==> config.mk <==
export PLATFORM = sky130hd
export DESIGN_NAME = game_flow_controller
export DESIGN_NICKNAME = d
export VERILOG_FILES = /design/src/rtl/game_pkg.sv /design/src/rtl/sprite_update_sequencer.sv /design/src/rtl/game_flow_controller.sv
export SDC_FILE = /design/constraint.sdc
export NUM_CORES = 1
export LEC_CHECK = 0
export ABC_AREA = 0
export CORE_ASPECT_RATIO = 0.7
export CORE_MARGIN = 2
export CORE_UTILIZATION = 30
export DETAILED_ROUTE_END_ITERATION = 10
export PLACE_DENSITY = 0.5
export SYNTH_ARGS = -nofsm -noshare
export SYNTH_HDL_FRONTEND = slang
export SYNTH_SLANG_ARGS = --single-unit
==> constraint.sdc <==
create_clock -name clk -period 3.4 [get_ports clk]
set_input_delay 1.02 -clock clk [delete_from_list [all_inputs] [get_ports clk]]
set_output_delay 1.02 -clock clk [all_outputs]
set_load 0.01 [all_outputs]
==> src/rtl/game_pkg.sv <==
// Shared encodings for the game-logic datapath: round states, sprite indices,
// movement directions and the sprite reset positions reloaded at round start.
package game_pkg;

  typedef enum logic [2:0] {
    ST_IDLE  = 3'd0,
    ST_READY = 3'd1,
    ST_PLAY  = 3'd2,
    ST_DYING = 3'd3,
    ST_OVER  = 3'd4
  } game_state_e;

  localparam int NUM_SPRITES = 5;
  localparam int PACMAN      = 0;
  localparam int BLINKY      = 1;
  localparam int PINKY       = 2;
  localparam int INKY        = 3;
  localparam int CLYDE       = 4;

  typedef enum logic [3:0] {
    DIR_RIGHT = 4'b0001,
    DIR_UP    = 4'b0010,
    DIR_DOWN  = 4'b0100,
    DIR_LEFT  = 4'b1000
  } dir_e;

  // Reset positions in maze tile coordinates, consumed by the sprite movers.
  localparam logic [7:0] PACMAN_RST_X = 8'd13;
  localparam logic [7:0] PACMAN_RST_Y = 8'd26;
  localparam logic [7:0] BLINKY_RST_X = 8'd13;
  localparam logic [7:0] BLINKY_RST_Y = 8'd14;
  localparam logic [7:0] PINKY_RST_X  = 8'd13;
  localparam logic [7:0] PINKY_RST_Y  = 8'd17;
  localparam logic [7:0] INKY_RST_X   = 8'd11;
  localparam logic [7:0] INKY_RST_Y   = 8'd17;
  localparam logic [7:0] CLYDE_RST_X  = 8'd15;
  localparam logic [7:0] CLYDE_RST_Y  = 8'd17;

  localparam dir_e PACMAN_RST_DIR = DIR_LEFT;
  localparam dir_e BLINKY_RST_DIR = DIR_LEFT;
  localparam dir_e PINKY_RST_DIR  = DIR_UP;
  localparam dir_e INKY_RST_DIR   = DIR_UP;
  localparam dir_e CLYDE_RST_DIR  = DIR_UP;

  // Isolates the lowest set bit (two's-complement trick); zero stays zero.
  function automatic logic [NUM_SPRITES-1:0] lowest_set(input logic [NUM_SPRITES-1:0] v);
    return v & (~v + {{(NUM_SPRITES-1){1'b0}}, 1'b1});
  endfunction

endpackage

==> src/rtl/sprite_update_sequencer.sv <==
// Serialises sprite update requests into one-hot strobes, lowest index first.
// New requests merge into the pending mask; flush drops everything next cycle.
module sprite_update_sequencer
  import game_pkg::*;
(
  input  logic                   clk,
  input  logic                   rst_n,
  input  logic [NUM_SPRITES-1:0] req_i,
  input  logic                   flush_i,
  output logic [NUM_SPRITES-1:0] upd_en_o
);

  logic [NUM_SPRITES-1:0] pending_q, pending_d;
  logic [NUM_SPRITES-1:0] upd_q, upd_d;
  logic [NUM_SPRITES-1:0] merged;
  logic [NUM_SPRITES-1:0] grant;

  // Requests arriving this cycle are eligible immediately so a tick at
  // cycle N can strobe at N+1.
  always_comb begin
    merged    = pending_q | req_i;
    grant     = lowest_set(merged);
    pending_d = merged & ~grant;
    upd_d     = grant;
    if (flush_i) begin
      pending_d = '0;
      upd_d     = '0;
    end
  end

  always_ff @(posedge clk or negedge rst_n) begin
    if (!rst_n) begin
      pending_q <= '0;
      upd_q     <= '0;
    end else begin
      pending_q <= pending_d;
      upd_q     <= upd_d;
    end
  end

  assign upd_en_o = upd_q;

endmodule

==> src/rtl/game_flow_controller.sv <==
// Round sequencer: start/ready/play/death/game-over flow, lives, sprite reload
// pulse and per-frame sprite step scheduling at independent Pac-Man/ghost rates.
module game_flow_controller
  import game_pkg::*;
#(
  parameter int LIVES_INIT   = 3,
  parameter int READY_FRAMES = 120,
  parameter int DEATH_FRAMES = 90,
  parameter int PACMAN_DIV   = 2,
  parameter int GHOST_DIV    = 3
) (
  input  logic       clk,
  input  logic       rst,
  input  logic       frame_tick,
  input  logic       start_btn,
  input  logic       pacman_is_dead,
  output logic [4:0] sprite_upd_en,
  output logic       sprite_reload,
  output logic [1:0] lives,
  output logic [2:0] game_state,
  output logic       freeze,
  output logic       game_over
);

  localparam int FRAME_MAX = (READY_FRAMES > DEATH_FRAMES) ? READY_FRAMES : DEATH_FRAMES;
  localparam int FRAME_W   = $clog2(FRAME_MAX) + 1;
  localparam int PAC_W     = $clog2(PACMAN_DIV) + 1;
  localparam int GHOST_W   = $clog2(GHOST_DIV) + 1;

  localparam logic [FRAME_W-1:0] READY_LAST = FRAME_W'(READY_FRAMES - 1);
  localparam logic [FRAME_W-1:0] DEATH_LAST = FRAME_W'(DEATH_FRAMES - 1);
  localparam logic [PAC_W-1:0]   PAC_LAST   = PAC_W'(PACMAN_DIV - 1);
  localparam logic [GHOST_W-1:0] GHOST_LAST = GHOST_W'(GHOST_DIV - 1);
  localparam logic [1:0]         LIVES_LOAD = 2'(LIVES_INIT);

  game_state_e            state_q, state_d;
  logic [1:0]             lives_q, lives_d;
  logic                   reload_q, reload_d;
  logic [FRAME_W-1:0]     frame_cnt_q, frame_cnt_d;
  logic [PAC_W-1:0]       pac_cnt_q, pac_cnt_d;
  logic [GHOST_W-1:0]     ghost_cnt_q, ghost_cnt_d;
  logic                   start_prev_q;
  logic                   start_edge;
  logic [NUM_SPRITES-1:0] step_req;
  logic                   flush;

  assign start_edge = start_btn & ~start_prev_q;

  always_comb begin
    state_d     = state_q;
    lives_d     = lives_q;
    reload_d    = 1'b0;
    frame_cnt_d = frame_cnt_q;
    pac_cnt_d   = pac_cnt_q;
    ghost_cnt_d = ghost_cnt_q;
    step_req    = '0;
    flush       = 1'b0;

    case (state_q)
      ST_IDLE, ST_OVER: begin
        if (start_edge) begin
          lives_d     = LIVES_LOAD;
          reload_d    = 1'b1;
          frame_cnt_d = '0;
          state_d     = ST_READY;
        end
      end

      ST_READY: begin
        if (frame_tick) begin
          if (frame_cnt_q == READY_LAST) begin
            frame_cnt_d = '0;
            pac_cnt_d   = '0;
            ghost_cnt_d = '0;
            state_d     = ST_PLAY;
          end else begin
            frame_cnt_d = frame_cnt_q + 1'b1;
          end
        end
      end

      // Death takes priority over a coincident frame tick: no step requests.
      ST_PLAY: begin
        if (pacman_is_dead) begin
          flush       = 1'b1;
          frame_cnt_d = '0;
          state_d     = ST_DYING;
          if (lives_q != 2'd0) begin
            lives_d = lives_q - 2'd1;
          end
        end else if (frame_tick) begin
          if (pac_cnt_q == PAC_LAST) begin
            pac_cnt_d        = '0;
            step_req[PACMAN] = 1'b1;
          end else begin
            pac_cnt_d = pac_cnt_q + 1'b1;
          end
          if (ghost_cnt_q == GHOST_LAST) begin
            ghost_cnt_d          = '0;
            step_req[CLYDE:BLINKY] = 4'hF;
          end else begin
            ghost_cnt_d = ghost_cnt_q + 1'b1;
          end
        end
      end

      ST_DYING: begin
        if (frame_tick) begin
          if (frame_cnt_q == DEATH_LAST) begin
            frame_cnt_d = '0;
            if (lives_q == 2'd0) begin
              state_d = ST_OVER;
            end else begin
              reload_d = 1'b1;
              state_d  = ST_READY;
            end
          end else begin
            frame_cnt_d = frame_cnt_q + 1'b1;
          end
        end
      end

      default: begin
        state_d = ST_IDLE;
      end
    endcase
  end

  always_ff @(posedge clk or negedge rst) begin
    if (!rst) begin
      state_q      <= ST_IDLE;
      lives_q      <= '0;
      reload_q     <= 1'b0;
      frame_cnt_q  <= '0;
      pac_cnt_q    <= '0;
      ghost_cnt_q  <= '0;
      start_prev_q <= 1'b0;
    end else begin
      state_q      <= state_d;
      lives_q      <= lives_d;
      reload_q     <= reload_d;
      frame_cnt_q  <= frame_cnt_d;
      pac_cnt_q    <= pac_cnt_d;
      ghost_cnt_q  <= ghost_cnt_d;
      start_prev_q <= start_btn;
    end
  end

  sprite_update_sequencer u_seq (
    .clk      (clk),
    .rst_n    (rst),
    .req_i    (step_req),
    .flush_i  (flush),
    .upd_en_o (sprite_upd_en)
  );

  assign sprite_reload = reload_q;
  assign lives         = lives_q;
  assign game_state    = state_q;
  assign freeze        = (state_q != ST_PLAY);
  assign game_over     = (state_q == ST_OVER);

endmodule
Word-level counts from Yosys, hierarchy flattened
Index checks and enable logic that the tools add are counted.
W data, S select, Z words.
{"block": "totals", "ff_bits": 30, "input_bits": 5, "output_inout_bits": 13, "word_cells": 95}
{"block": "op_classes", "addsub": 5, "eq_ne": 18, "n_mux": 45, "bitwise_logic": 7, "n_reduce_logical": 11}
{"operator": "$mux W8", "n": 6}
{"operator": "$mux W3", "n": 12}
{"operator": "$pmux W8 S4", "n": 1}
{"operator": "$mux W5", "n": 5}
{"operator": "$ne A2 B2 Y1 const B", "n": 9}
{"operator": "$eq A8 B7 Y1 const B", "n": 2}
{"operator": "$mux W2", "n": 8}
{"operator": "$pmux W3 S4", "n": 1}
{"operator": "$and A5 B5 Y5", "n": 2}
{"operator": "$not A5 Y5", "n": 2}
{"operator": "$reduce_and A5 Y1", "n": 2}
{"operator": "$eq A3 B2 Y1 const B", "n": 3}
{"operator": "$add A8 B1 Y8 const B", "n": 1}
{"operator": "$pmux W2 S2", "n": 2}
{"operator": "$mux W1", "n": 7}
{"operator": "$pmux W3 S2", "n": 1}
{"operator": "$reduce_and A6 Y1", "n": 1}
{"operator": "$reduce_bool A2 Y1", "n": 3}
{"operator": "$add A5 B1 Y5 const B", "n": 1}
{"operator": "$or A5 B5 Y5", "n": 1}
{"operator": "$mux W4", "n": 1}
{"operator": "$reduce_and A4 Y1", "n": 1}
{"operator": "$reduce_bool A4 Y1", "n": 1}
{"operator": "$add A3 B1 Y3 const B", "n": 1}
{"operator": "12 further kinds", "n": 12}

Logic depth before layout (Yosys ltp)
Gate-level depths: netlist (run 1).
{"block": "logic_depth", "depth_word": 12, "ltp_mapped": 6, "depth_no_buf": 6}

Cells and area by module
From an unflattened synthesis (run 1), not the netlist that was laid out.
{"block": "hier_totals", "cells_unflattened": 151, "hier_area_um2": 1585.3}
{"module": "game_flow_controller", "n_inst": 1, "cells_each": 126, "area_each_um2": 1256.2, "seq_area_each_um2": 500.5}
{"module": "sprite_update_sequencer", "n_inst": 1, "cells_each": 25, "area_each_um2": 329.1, "seq_area_each_um2": 225.2}

Worst setup path after synthesis (run 1)
Ideal clock, no wire load.
{"block": "synth_timing", "kind": "input to register", "startpoint": "input port start_btn", "endpoint": "register frame_cnt_q[6]", "setup_ns": 0.082, "arrival_time_ns": 2.212, "t_required_ns": 3.318, "slack_ns": 1.106, "cell_stages": 5, "n_path_buf": 1, "path_cell_list": "or4b_4 and3_4 buf_6 or3_1 a22oi_2"}
{"block": "synth_via", "elab_chain_len": 3}
{"element": "from (decl)", "line_no": "game_flow_controller.sv:15", "text": "input logic start_btn,"}
{"element": "$and A1 B1 Y1", "line_no": "game_flow_controller.sv:47", "text": "assign start_edge = start_btn & ~start_prev_q;"}
{"element": "$ne A2 B2 Y1 (no line)"}
{"element": "$reduce_and A5 Y1 (no line)"}
{"element": "to (signal assigned)", "line_no": "game_flow_controller.sv:142", "text": "frame_cnt_q <= frame_cnt_d;"}
{"element": "to (decl)", "line_no": "game_flow_controller.sv:39", "text": "logic [FRAME_W-1:0] frame_cnt_q, frame_cnt_d;"}
Every way passes these cells.
A chain may end at the register's enable or synchronous reset.

Worst setup path in the final report (run 1)
{"block": "layout_timing", "startpoint": "register state_q[1], in the netlist game_state[1]", "endpoint": "output port freeze"}
{"block": "layout_via", "elab_chain_len": 1}
{"element": "from (decl)", "line_no": "game_flow_controller.sv:36", "text": "game_state_e state_q, state_d;"}
{"element": "from (signal assigned)", "line_no": "game_flow_controller.sv:139", "text": "state_q <= state_d;"}
{"element": "$ne A3 B2 Y1", "line_no": "game_flow_controller.sv:160", "text": "assign freeze = (state_q != ST_PLAY);"}
{"element": "to (decl)", "line_no": "game_flow_controller.sv:21", "text": "output logic freeze,"}
Every way passes these cells.

==> results of run 1 <==
-- per-layer routing --
layer / track usage, % / share of wire [%]
met5: 0 / 0
met4: 5.60 / 1.0
met3: 4.19 / 5.1
met2: 19.2 / 41
met1: 20.6 / 53
-- power by group --
part | total, µW | leakage, µW | internal (µW) | switching [µW]
logic | 105 | 0.000387 | 49.9 | 55.0
clock network | 279 | 0.0000450 | 142 | 138
registers | 419 | 0.000370 | 376 | 43.6
-- how the worst max path moves through the flow --
stage                    from  cells after the start             end
2_1_floorplan       start_btn                      5  frame_cnt_q[6]
3_3_place_gp        start_btn                      5  frame_cnt_q[6]
3_5_place_dp   pacman_is_dead                      5  frame_cnt_q[6]
4_1_cts         game_state[1]                      4          freeze
5_1_grt         game_state[1]                      4          freeze
6_report        game_state[1]                      4          freeze
-- cell families after synthesis --
family / Yosys count / synth area share (%)
DFF: 29 / 47.8
and+or+nand+nor: 71 / 27.3
buffers and inverters: 12 / 3.54
muxes: 4 / 2.97
AOI/OAI and AO/OA: 31 / 16.0
adders and majority gates: 3 / 2.47
-- area by class of cell --
type	count	area [µm²]	share of cell area (%)
multi-input combinational	109	739	40.1
tap	69	86.3	4.69
inverter	8	30.0	1.63
clock inverter	2	10.0	0.543
sequential	29	726	39.4
clock buffer	6	72.6	3.94
timing repair buffer	18	178	9.65
-- registers in the layout (all words and copies together), names as in the netlist --
| register | flops |
|---|---|
| u_seq.pending_q | 4 |
| game_state | 3 |
| u_seq.upd_en_o | 5 |
| pac_cnt_q | 2 |
| frame_cnt_q | 8 |
| lives | 2 |
| ghost_cnt_q | 3 |
| start_prev_q | 1 |
| sprite_reload | 1 |
-- cell usage in the layout, fill, tap and decap left out, types with 5 or more instances in the layout --
cell and n:
dfrtp_1 29, nand2_1 13, clkdlybuf4s50_1 17, nand2b_1 6
nor3_1 6, clkbuf_8 5, nor2_1 14, inv_1 8
nor2b_1 5
-- per-stage QoR --
| step | utilization (%) | hold slack (ns) | worst slack [ns] | area [µm²] | cells |
|---|---|---|---|---|---|
| floorplan | - | 0.431 | 1.11 | 1520 | 150 |
| global placement | 36.4 | 0.471 | 0.638 | 1760 | 233 |
| detailed placement | 36.4 | 0.461 | 0.630 | 1760 | 233 |
| CTS | 38.1 | 0.476 | 0.610 | 1840 | 241 |
| global route | 38.1 | 0.506 | 0.465 | 1840 | 241 |
| finish | 38.1 | 0.472 | 0.632 | 1840 | 241 |
-- critical path: stages, from the launching register on --
cell,delay (ns)
dfrtp_1,0.57
nand2b_1,0.13
nor2_1,0.17
inv_1,0.11
clkdlybuf4s50_1,0.49
==> flow_summary.json, run 1 <==
{
  "status": "completed",
  "synth_edf_count": 0,
  "crit_path_start_kind": "flop",
  "min-delay-start": "u_seq.pending_q[3]",
  "first_pass_iters": 4,
  "synth_common_cells": "dfrtp_1 (29), nor2_1 (14), nand2_1 (13), inv_1 (8)",
  "fin_crit_sh_pct": 81.4,
  "r2r_cells": 5,
  "cts-root-buf": "clkbuf_8",
  "grt_max_degree": 30,
  "first_global_vias": 1295,
  "gp_congestion": 0.780,
  "yosys_register_bits": 29,
  "syn_nets": 158,
  "tritoncts": "done",
  "fillers": 488,
  "grt_setup_unrepaired": "false",
  "drive_gt1_share_pct": 8.72,
  "clk_path_buf_depth": 2,
  "die_h_um": 63.5,
  "hold_end": "u_seq.upd_en_o[4]",
  "yosysUniqueCellTypes": 46,
  "hold_buffers": 0,
  "num_io_pins": 18,
  "cts_resized": 0,
  "async_flop_share_pct": 100,
  "htree_levels": 2,
  "wire_per_inst_um": 13.9,
  "antenna_found_initial": 0,
  "synth_top_area_cell": "dfrtp_1",
  "ant_nets": 0,
  "diodes": 0,
  "insertion_delay_ns": 0.28,
  "post_cts_buffers": 0,
  "yosysMostFrequentCell": "dfrtp_1",
  "maxCapViolations": 0,
  "fin_tns_setup_ns": 0,
  "hold_depth": 1,
  "tightest_slew_ns": 0.878,
  "setup_viol": 0,
  "power.total_uw": 804,
  "grt_remaining_overflow": 0,
  "clkSinkCount": 29,
  "core_um2": 4830,
  "synthesis.area_um2": 1520,
  "p_leak_uw": 0.000801,
  "seq_area_frac_synth_pct": 47.8,
  "drtIter0Drc": 60,
  "critPathCaptureType": "output pin",
  "finClkSkew_ns": 0.00863,
  "synthTopCellsByArea": "dfrtp_1 (48%), nor2_1 (3.5%), nand2_1 (3.2%), ha_1 (2.5%), nand2b_1 (2.5%)",
  "grtUsageTotal_pct": 14.1,
  "crit_type": "reg -> out",
  "drc": 0,
  "dp_hpwl_um": 2330,
  "max_freq_mhz": 361,
  "r2r-start": "frame_cnt_q[0]",
  "portBuffers": 17,
  "cts_buffers": 5,
  "num_rows": 21,
  "holdCritPathClass": "reg -> reg",
  "start_util_pct": 31.4,
  "r2r-end": "frame_cnt_q[3]",
  "r2r_slack_ns": 1.41,
  "arrival_ns": 1.75,
  "avgSynthCellArea_um2": 10.1,
  "area_growth_pct": 21.3,
  "vdd_drop_max_uv": 155,
  "maxSlewViolCount": 0,
  "finalHoldViolations": 0,
  "synth_flop_cell": "dfrtp_1",
  "clkTransAtPathRegs_ns": 0.06,
  "crit_required_ns": 2.38,
  "grt_pass1_wl_um": 6120,
  "vias": 1201,
  "slew_headroom_pct": 40.9,
  "synth_cells": 150,
  "die_width_um": 89.0,
  "fin_crit_ns": 2.77,
  "synth.top_cell.area_share_pct": 47.8,
  "worst-path-max-fanout": 13,
  "die_area_um2": 5660,
  "nets": 179,
  "ys.warnings.count": 0,
  "p_per_area_nw_per_um2": 436,
  "wirelength_um": 3350,
  "viasPerCell": 4.98
}
Power figures use the tool's default switching activity.
==> run 2, diff against run 1 <==
--- a/config.mk
+++ b/config.mk
@@ -10,7 +10,7 @@
 export CORE_MARGIN = 2
 export CORE_UTILIZATION = 30
 export DETAILED_ROUTE_END_ITERATION = 10
-export PLACE_DENSITY = 0.5
+export PLACE_DENSITY = 0.52
 export SYNTH_ARGS = -nofsm -noshare
 export SYNTH_HDL_FRONTEND = slang
 export SYNTH_SLANG_ARGS = --single-unit
==> constraint.sdc (replaced) <==
create_clock -name clk -period 2.4 [get_ports clk]
set_input_delay 0.72 -clock clk [delete_from_list [all_inputs] [get_ports clk]]
set_output_delay 0.72 -clock clk [all_outputs]
set_load 0.01 [all_outputs]
==> flow_summary.json, run 2 (synthesis gave the netlist of run 1 again) <==
{
  "met1_usage_pct": 19.3,
  "p_per_area_nw_per_um2": 578,
  "start_util_pct": 31.4,
  "crit_required_ns": 1.68,
  "insertion_delay_ns": 0.27,
  "final_area_um2": 1920,
  "grt_use_met3_pct": 4.33,
  "diodes": 0,
  "area_growth_pct": 26.1,
  "drc": 0,
  "worst-path-max-fanout": 6,
  "slew_headroom_pct": 61.5,
  "crit_type": "reg -> out",
  "grtUsageTotal_pct": 12.9,
  "drtIter0Drc": 83,
  "setup_viol": 0,
  "die_width_um": 89.0,
  "max_freq_mhz": 432,
  "htree_levels": 2,
  "grt.met2_usage_pct": 17.7,
  "cts_buffers": 5,
  "maxCapViolations": 0,
  "num_io_pins": 18,
  "grt_pass1_wl_um": 5620,
  "num_rows": 21,
  "first_global_vias": 1184,
  "fin_tns_setup_ns": 0,
  "gp_congestion": 0.830,
  "post-place-ws_ns": -0.0479,
  "vdd_drop_max_uv": 282,
  "wire_per_inst_um": 13.3,
  "portBuffers": 17,
  "post_cts_buffers": 0,
  "core_um2": 4830,
  "holdCritPathClass": "reg -> reg",
  "final_common_cell": "dfrtp_1",
  "status": "completed",
  "final_util_pct": 39.6,
  "fin_ws_ns": 0.0832,
  "path_delay_family": "buffers and inverters",
  "layout_common_cells": "dfrtp_1 (29), clkdlybuf4s50_1 (17), nand2_1 (13), nor2_1 (13), buf_4 (11)",
  "cts_resized": 0,
  "fin_crit_ns": 2.32,
  "fin_crit_sh_pct": 96.5,
  "finClkSkew_ns": 0.00466,
  "largest_register_ffs": 8,
  "finalHoldViolations": 0,
  "die_area_um2": 5660,
  "clkTransAtPathRegs_ns": 0.06,
  "crit_path_start_kind": "flop",
  "arrival_ns": 1.60,
  "vias": 1239,
  "maxSlewViolCount": 0,
  "grt_setup_unrepaired": "false",
  "antenna_found_initial": 0,
  "nets": 189,
  "crit_buf_inv": 2,
  "hold_buffers": 0,
  "grt_max_degree": 30,
  "cts-root-buf": "clkbuf_8",
  "tritoncts": "done",
  "slowest_stage": "clkdlybuf4s50_1",
  "clk_path_buf_depth": 2,
  "critPathCaptureType": "output pin",
  "viasPerCell": 4.98,
  "fin_hold_ws_ns": 0.460,
  "grt_remaining_overflow": 0,
  "dp_hpwl_um": 2420,
  "max_stage_delay_ns": 0.54,
  "die_h_um": 63.5,
  "drive_gt1_share_pct": 14.4,
  "wirelength_um": 3310,
  "busiest_layer": "met1",
  "tightest_slew_ns": 0.574,
  "p_leak_uw": 0.000845,
  "clkSinkCount": 29,
  "first_pass_iters": 4,
  "ant_nets": 0,
  "cp_cell_sequence": "nand2b_1 > nor2_2 > inv_1 > clkdlybuf4s50_1",
  "top_register": "frame_cnt_q",
  "dpl_cell_area_um2": 1830
}
[run 2: cell count changes in the layout (fill, tap and decap cells not counted), sizes merged]
cell    delta
clkinv     -1
clkbuf     -1
buf       +10
[run 2: area by class of cell]
type / count / area, µm²
Fill cell: 512 / 2920
Multi-Input combinational cell: 109 / 747
Sequential cell: 29 / 726
Timing Repair Buffer: 28 / 253
Tap cell: 69 / 86.3
Clock buffer: 5 / 68.8
Inverter: 8 / 30.0
Clock inverter: 1 / 5.00
[run 2: metal layers]
layer  share of wire (%)  vias to the layer above
met1                  53                      607
met2                  42                       19
met3                 4.1                        2
met5                   0                        -
met4                0.24                        0
li1                    -                      611
[run 2: power breakdown]
part           switching, µW  internal (µW)  total, µW
clock network            172            190        362
logic                   75.3           75.5        151
registers               61.2            533        594
total                    308            798       1110
[run 2: through the flow]
stage | total power [µW] | std cells
finish | 1110 | 249
global route | 1170 | 249
CTS | 1120 | 249
detailed placement | 753 | 243
global placement | 747 | 243
floorplan | 693 | 150
[run 2: final timing paths]
check | start | end | slack, ns | depth (start not counted)
worst min register to register | u_seq.pending_q[3] | u_seq.upd_en_o[4] | 0.46 | 1
min in group asynchronous | rst | u_seq.upd_en_o[3] | 0.83 | 2
max in group asynchronous | rst | game_state[1] | 1.29 | 2
worst max register to register | game_state[1] | lives[0] | 0.44 | 5
worst min-delay path | u_seq.pending_q[3] | u_seq.upd_en_o[4] | 0.46 | 1
worst max-delay path | game_state[1] | freeze | 0.08 | 4
[run 2: worst register-to-register path: stages, from the launching register on]
cell      delay (ns)
dfrtp_1         0.47
buf_4           0.20
nor2b_1         0.45
nand3b_1        0.13
a21oi_1         0.25
mux2_1          0.35
==> edit 1: new RTL, settings of run 2 <==
The parameter `GHOST_DIV` goes from 3 to 2.
--- a/src/rtl/game_flow_controller.sv
+++ b/src/rtl/game_flow_controller.sv
@@ -8,5 +8,5 @@
   parameter int DEATH_FRAMES = 90,
   parameter int PACMAN_DIV   = 2,
-  parameter int GHOST_DIV    = 3
+  parameter int GHOST_DIV    = 2
 ) (
   input  logic       clk,
Function: same outputs for any inputs over 10 cycles, from zero or initial values and one cycle with rst low; that may be too few to reach the edited logic, so the function may still have changed.
==> edit 1 against run 2 <==
Sequential share of layout area increased by 0.26 points; setup slack got worse by 0.018 ns; design area decreased by 4.1%; highest routed layer unchanged; power increased by 4.4%; sequential cell count decreased by 1; routed wire length increased by 1.4%; sequential power decreased by 3.7%; area after synthesis decreased by 0.82%; first-iteration DRC count decreased by 33%; cell count decreased by 3.2%; synthesized cell count increased by 1.3%; core utilization decreased by 1.4 points.
==> edit 1: results (changes against run 2) <==
| Metric | Value |
|---|---|
| Result of the run | `finished, final reports clean` |
| Via count | `1205 (-2.7%)` |
| Utilization after layout | `0.382 (-0.0142)` |
| Count of yosys warnings during synthesis | `0 (unchanged)` |
| WHS Path Cells | `1 (unchanged)` |
| Total cell area at the placement stage | `1760 sq um (-3.8%)` |
| Top area cells in the synthesized netlist | `dfrtp_1 (47%), nand2_1 (3.0%), nor2_1 (3.0%)` |
| Synth Instances | `152 (+1.3%)` |
| Flip-flop count of the largest register after layout | `8 (unchanged)` |
| Worst R2R Setup Slack | `0.55 ns (+0.11 ns)` |
| Number of vias per cell | `5.00 (+0.48%)` |
| Final Wtd Congestion | `0.816 (-1.7%)` |
| Max Buffers Root-to-Sink | `2 (unchanged)` |
| Dominant cell by count in the synthesized netlist | `dfrtp_1` |
| Violation count after the first detailed-route iteration | `56 (-33%)` |
| CTS Root Cell | `clkbuf_8` |
| Clock Skew | `0.00883 ns (+0.00416 ns)` |
| Min-Delay Path Class | `flop to flop` |
| Hold Crit Endpoint | `u_seq.upd_en_o[4]` |
| First-pass GRT wire length | `5910 um (+5.2%)` |
| Count of TritonRoute iterations in the first routing pass | `4 (unchanged)` |
| Worst IR Drop VDD | `0.300 mV (+6.4%)` |
| Post-Place Cells | `237 (-2.5%)` |
| Final #Nets | `181 (-4.2%)` |
| Register area share after synthesis | `0.465 (-0.0126)` |
| Slew Limit Headroom | `0.738 (+0.123)` |
| Buffers inserted by post-CTS timing repair | `0 (unchanged)` |
| Clock-pin slew on the worst setup and hold paths | `0.10 ns (+0.04 ns)` |
| Worst reg2reg path startpoint | `game_state[0]` |
| Hold path start | `u_seq.pending_q[3]` |
| End of the worst register-to-register path | `frame_cnt_q[3]` |
| Overall track demand over capacity in global routing | `0.135 (+0.00541)` |
| Fraction of layout instances using a drive strength above 1 | `0.145 (+0.000904)` |
| Number of filler cells placed in the layout | `479 (-6.4%)` |
| Number of buffers created by CTS | `3 (-2)` |
| HPWL reported at the end of detailed placement | `2450 um (+1.2%)` |
| Resized Gates After CTS | `2 (+2)` |
| Clock H-tree levels | `1 (-1)` |
| Clock latency of the later-clocked register in the worst-skew pair | `0.28 ns` |
| Setup slack at placement | `-0.00681 ns (+0.0411 ns)` |
| Synth Net Count | `160 (+1.3%)` |
| Post-route worst hold slack | `0.471 ns (+0.0114 ns)` |
| Leak | `0.785 nW (-7.1%)` |
| Pin count of the biggest net entering global routing | `29 (-3.3%)` |
| Arr. time, crit path | `1.62 ns (+0.02 ns)` |
| Cell variety after synth | `52 (+13%)` |
| Wire length after detailed routing | `3350 um (+1.4%)` |
| Delay of the slowest cell on the worst path | `0.49 ns (-0.05 ns)` |
| Count of antenna-violating nets left after detailed routing | `0 (unchanged)` |
| Commonest cells in the netlist | `dfrtp_1 (28), nand2_1 (12), nor2_1 (12)` |
| Critical path peak fanout | `5 (-1)` |
-- edit 1: changes by cell type in the layout (fill, tap and decap cells not counted), sizes merged, moves of 3 or more --
cell and change:
nand3 +3, buf -6, mux2 -4, nor2b -3
a21oi +5, o21ai +3
-- edit 1: critical path, delay by kind of cell, from the launching register on --
kind / cells / cell delay, ns
buf+inv: 1 / 0.49
flops: 1 / 0.40
simple gates: 1 / 0.44
-- edit 1: layout make-up --
type / instances / share of cell area
sequential: 28 / 0.381
inverter: 7 / 0.0143
tap: 69 / 0.0470
timing repair buffer: 22 / 0.112
clock inverter: 1 / 0.0163
clock buffer: 3 / 0.0225
multi-input combinational: 111 / 0.406
-- edit 1: cell families after synthesis --
logic type	Yosys count	synth area share
AO/OA/AOI/OAI	35	0.171
adder cells (fa/ha/maj)	3	0.0249
buffers and inverters	13	0.0415
flip-flops	28	0.465
AND/OR/NAND/NOR	73	0.297
-- edit 1: worst max-delay path by stage --
| stage | start | endpoint | slack (ns) | depth (start not counted) |
|---|---|---|---|---|
| 6_report | game_state[0] | freeze | 0.06 | 2 |
| 5_1_grt | game_state[0] | freeze | 0.01 | 2 |
| 4_1_cts | game_state[0] | freeze | 0.05 | 2 |
| 3_5_place_dp | start_btn | frame_cnt_q[3] | -0.007 | 5 |
| 3_3_place_gp | start_btn | frame_cnt_q[3] | 0.002 | 5 |
| 2_1_floorplan | game_state[0] | freeze | 0.56 | 3 |
-- edit 1: routing by layer --
metal	vias up	global-route usage	wire length [um]
li1	588	-	-
met1	582	0.207	1750
met2	33	0.188	1410
met3	2	0.0315	158
met4	0	0.0341	29
met5	-	0	0
-- edit 1: power by group --
part / total [mW] / switching [mW] / internal, mW
clock: 0.381 / 0.157 / 0.224
combinational: 0.203 / 0.111 / 0.0912
sequential: 0.572 / 0.0571 / 0.515
==> edit 2: new RTL, config.mk and constraints of run 2 <==
Made on the original files. Remove the register `reload_q`: a continuous assignment takes its place, so the output `sprite_reload` follows one clock earlier.
--- a/src/rtl/game_flow_controller.sv
+++ b/src/rtl/game_flow_controller.sv
@@ -131,5 +131,4 @@
       state_q      <= ST_IDLE;
       lives_q      <= '0;
-      reload_q     <= 1'b0;
       frame_cnt_q  <= '0;
       pac_cnt_q    <= '0;
@@ -139,5 +138,4 @@
       state_q      <= state_d;
       lives_q      <= lives_d;
-      reload_q     <= reload_d;
       frame_cnt_q  <= frame_cnt_d;
       pac_cnt_q    <= pac_cnt_d;
@@ -146,4 +144,6 @@
     end
   end
+
+  assign reload_q = reload_d;
 
   sprite_update_sequencer u_seq (
Formal check against the unedited RTL: not equivalent (Yosys sat finds a counterexample within 4 cycles, from zero or initial values and one cycle with rst low).
==> edit 2 against run 2 <==
Area after synthesis increased by 4.6%; setup slack got worse by 0.062 ns; via count increased by 9.8%; cell count increased by 8.8%; routed wire length increased by 13%; non-clock buffer count increased by 17; sequential cell count decreased by 1; sequential share of layout area decreased by 4.6 points; critical path depth increased by 1; design area increased by 10%; worst hold slack improved by 0.025 ns; first-iteration DRC count decreased by 33%; critical endpoint is now sprite_reload.
Power is not compared: it rests on default switching activity, and its combinational part moved more than twofold at a synthesized area within 25%.
==> edit 2: results (changes against run 2) <==
| Metric | Value |
|---|---|
| Worst slew pin tran | `0.473 ns (-0.101 ns)` |
| Highest attainable clock frequency | `0.420 GHz (-2.6%)` |
| Routing usage on met3 | `0.0349 (-0.00837)` |
| Origin of the worst setup path | `start_btn` |
| Met2 capacity usage during global routing | `0.221 (+0.0441)` |
| Register area share after synthesis | `0.441 (-0.0368)` |
| Non-clock buffering overhead in the final layout | `0.178 (+0.0456)` |
| Number of filler cells placed in the layout | `515 (+0.59%)` |
| Number of vias per cell | `5.02 (+0.93%)` |
| Number of multi-input combinational cells | `110 (+0.92%)` |
| HPWL reported at the end of detailed placement | `2850 um (+18%)` |
| Setup slack at placement | `-0.650 ns (-0.602 ns)` |
| Clock-pin slew on the worst setup and hold paths | `0.10 ns (+0.04 ns)` |
| Logic depth of the worst register-to-register path | `7 (+2)` |
| First-pass GRT wire length | `6470 um (+15%)` |
| Number of clock buffers in the layout | `3 (-2)` |
| Cell variety after synth | `55 (+20%)` |
| Wire length after detailed routing | `3740 um (+13%)` |
| Result of the run | `finished, final reports clean` |
| Cell with the largest stage delay on the worst path | `or3_1` |
| Overall track demand over capacity in global routing | `0.138 (+0.00866)` |
| Layout clock area frac | `0.0338 (-0.00469)` |
| Share of the final layout cell area in multi-input gates | `0.392 (+0.00198)` |
| Number of clock sinks seen by CTS | `28 (-3.4%)` |
| Worst R2R Setup Slack | `0.47 ns (+0.03 ns)` |
| Critical path endpoint | `sprite_reload` |
| Violation count after the first detailed-route iteration | `56 (-33%)` |
| Synth Net Count | `164 (+3.8%)` |
| Fraction of layout instances using a drive strength above 1 | `0.256 (+0.112)` |
[edit 2: power by group through the flow]
| stage | Sequential [mW] | Clock [mW] | Combinational (mW) |
|---|---|---|---|
| CTS | 0.655 | 0.392 | 0.840 |
| floorplan | 0.681 | 0 | 0.486 |
| finish | 0.655 | 0.383 | 0.853 |
| global placement | 0.661 | 0 | 0.820 |
| detailed placement | 0.663 | 0 | 0.841 |
| global route | 0.676 | 0.412 | 0.941 |
[edit 2: worst max-delay path, delay by kind of cell]
| kind | cells | cell delay, ns |
|---|---|---|
| buffers and inverters | 2 | 0.41 |
| AO/OA/AOI/OAI | 1 | 0.08 |
| AND/OR/NAND/NOR | 2 | 0.45 |
[edit 2: cell families after synthesis]
| kind of cell | count (synthesis) | share of synthesized area |
|---|---|---|
| muxes | 1 | 0.00630 |
| and+or+nand+nor | 66 | 0.279 |
| adders and majority gates | 3 | 0.0236 |
| AOI/OAI and AO/OA | 39 | 0.194 |
| DFF | 28 | 0.441 |
| buffers and inverters | 18 | 0.0512 |
| xor gates and xnor gates | 1 | 0.00551 |
[edit 2: stage by stage]
stage	util	hold slack, ns	instances	cell area [sq um]	setup TNS, ns
floorplan	-	0.424	156	1590	0
global placement	0.390	0.451	266	2020	-0.638
detailed placement	0.390	0.468	266	2020	-0.690
CTS	0.403	0.483	270	2080	-0.0580
global route	0.407	0.506	271	2110	-0.0427
finish	0.407	0.485	271	2110	0
[edit 2: timing repair]
action / CTS / global route
setup buffers: 0 / 1
setup endpoints to repair: 3 / 1
hold endpoints to repair: 0 / 0
pin swaps: 0 / 2
gates resized for setup: 8 / 3
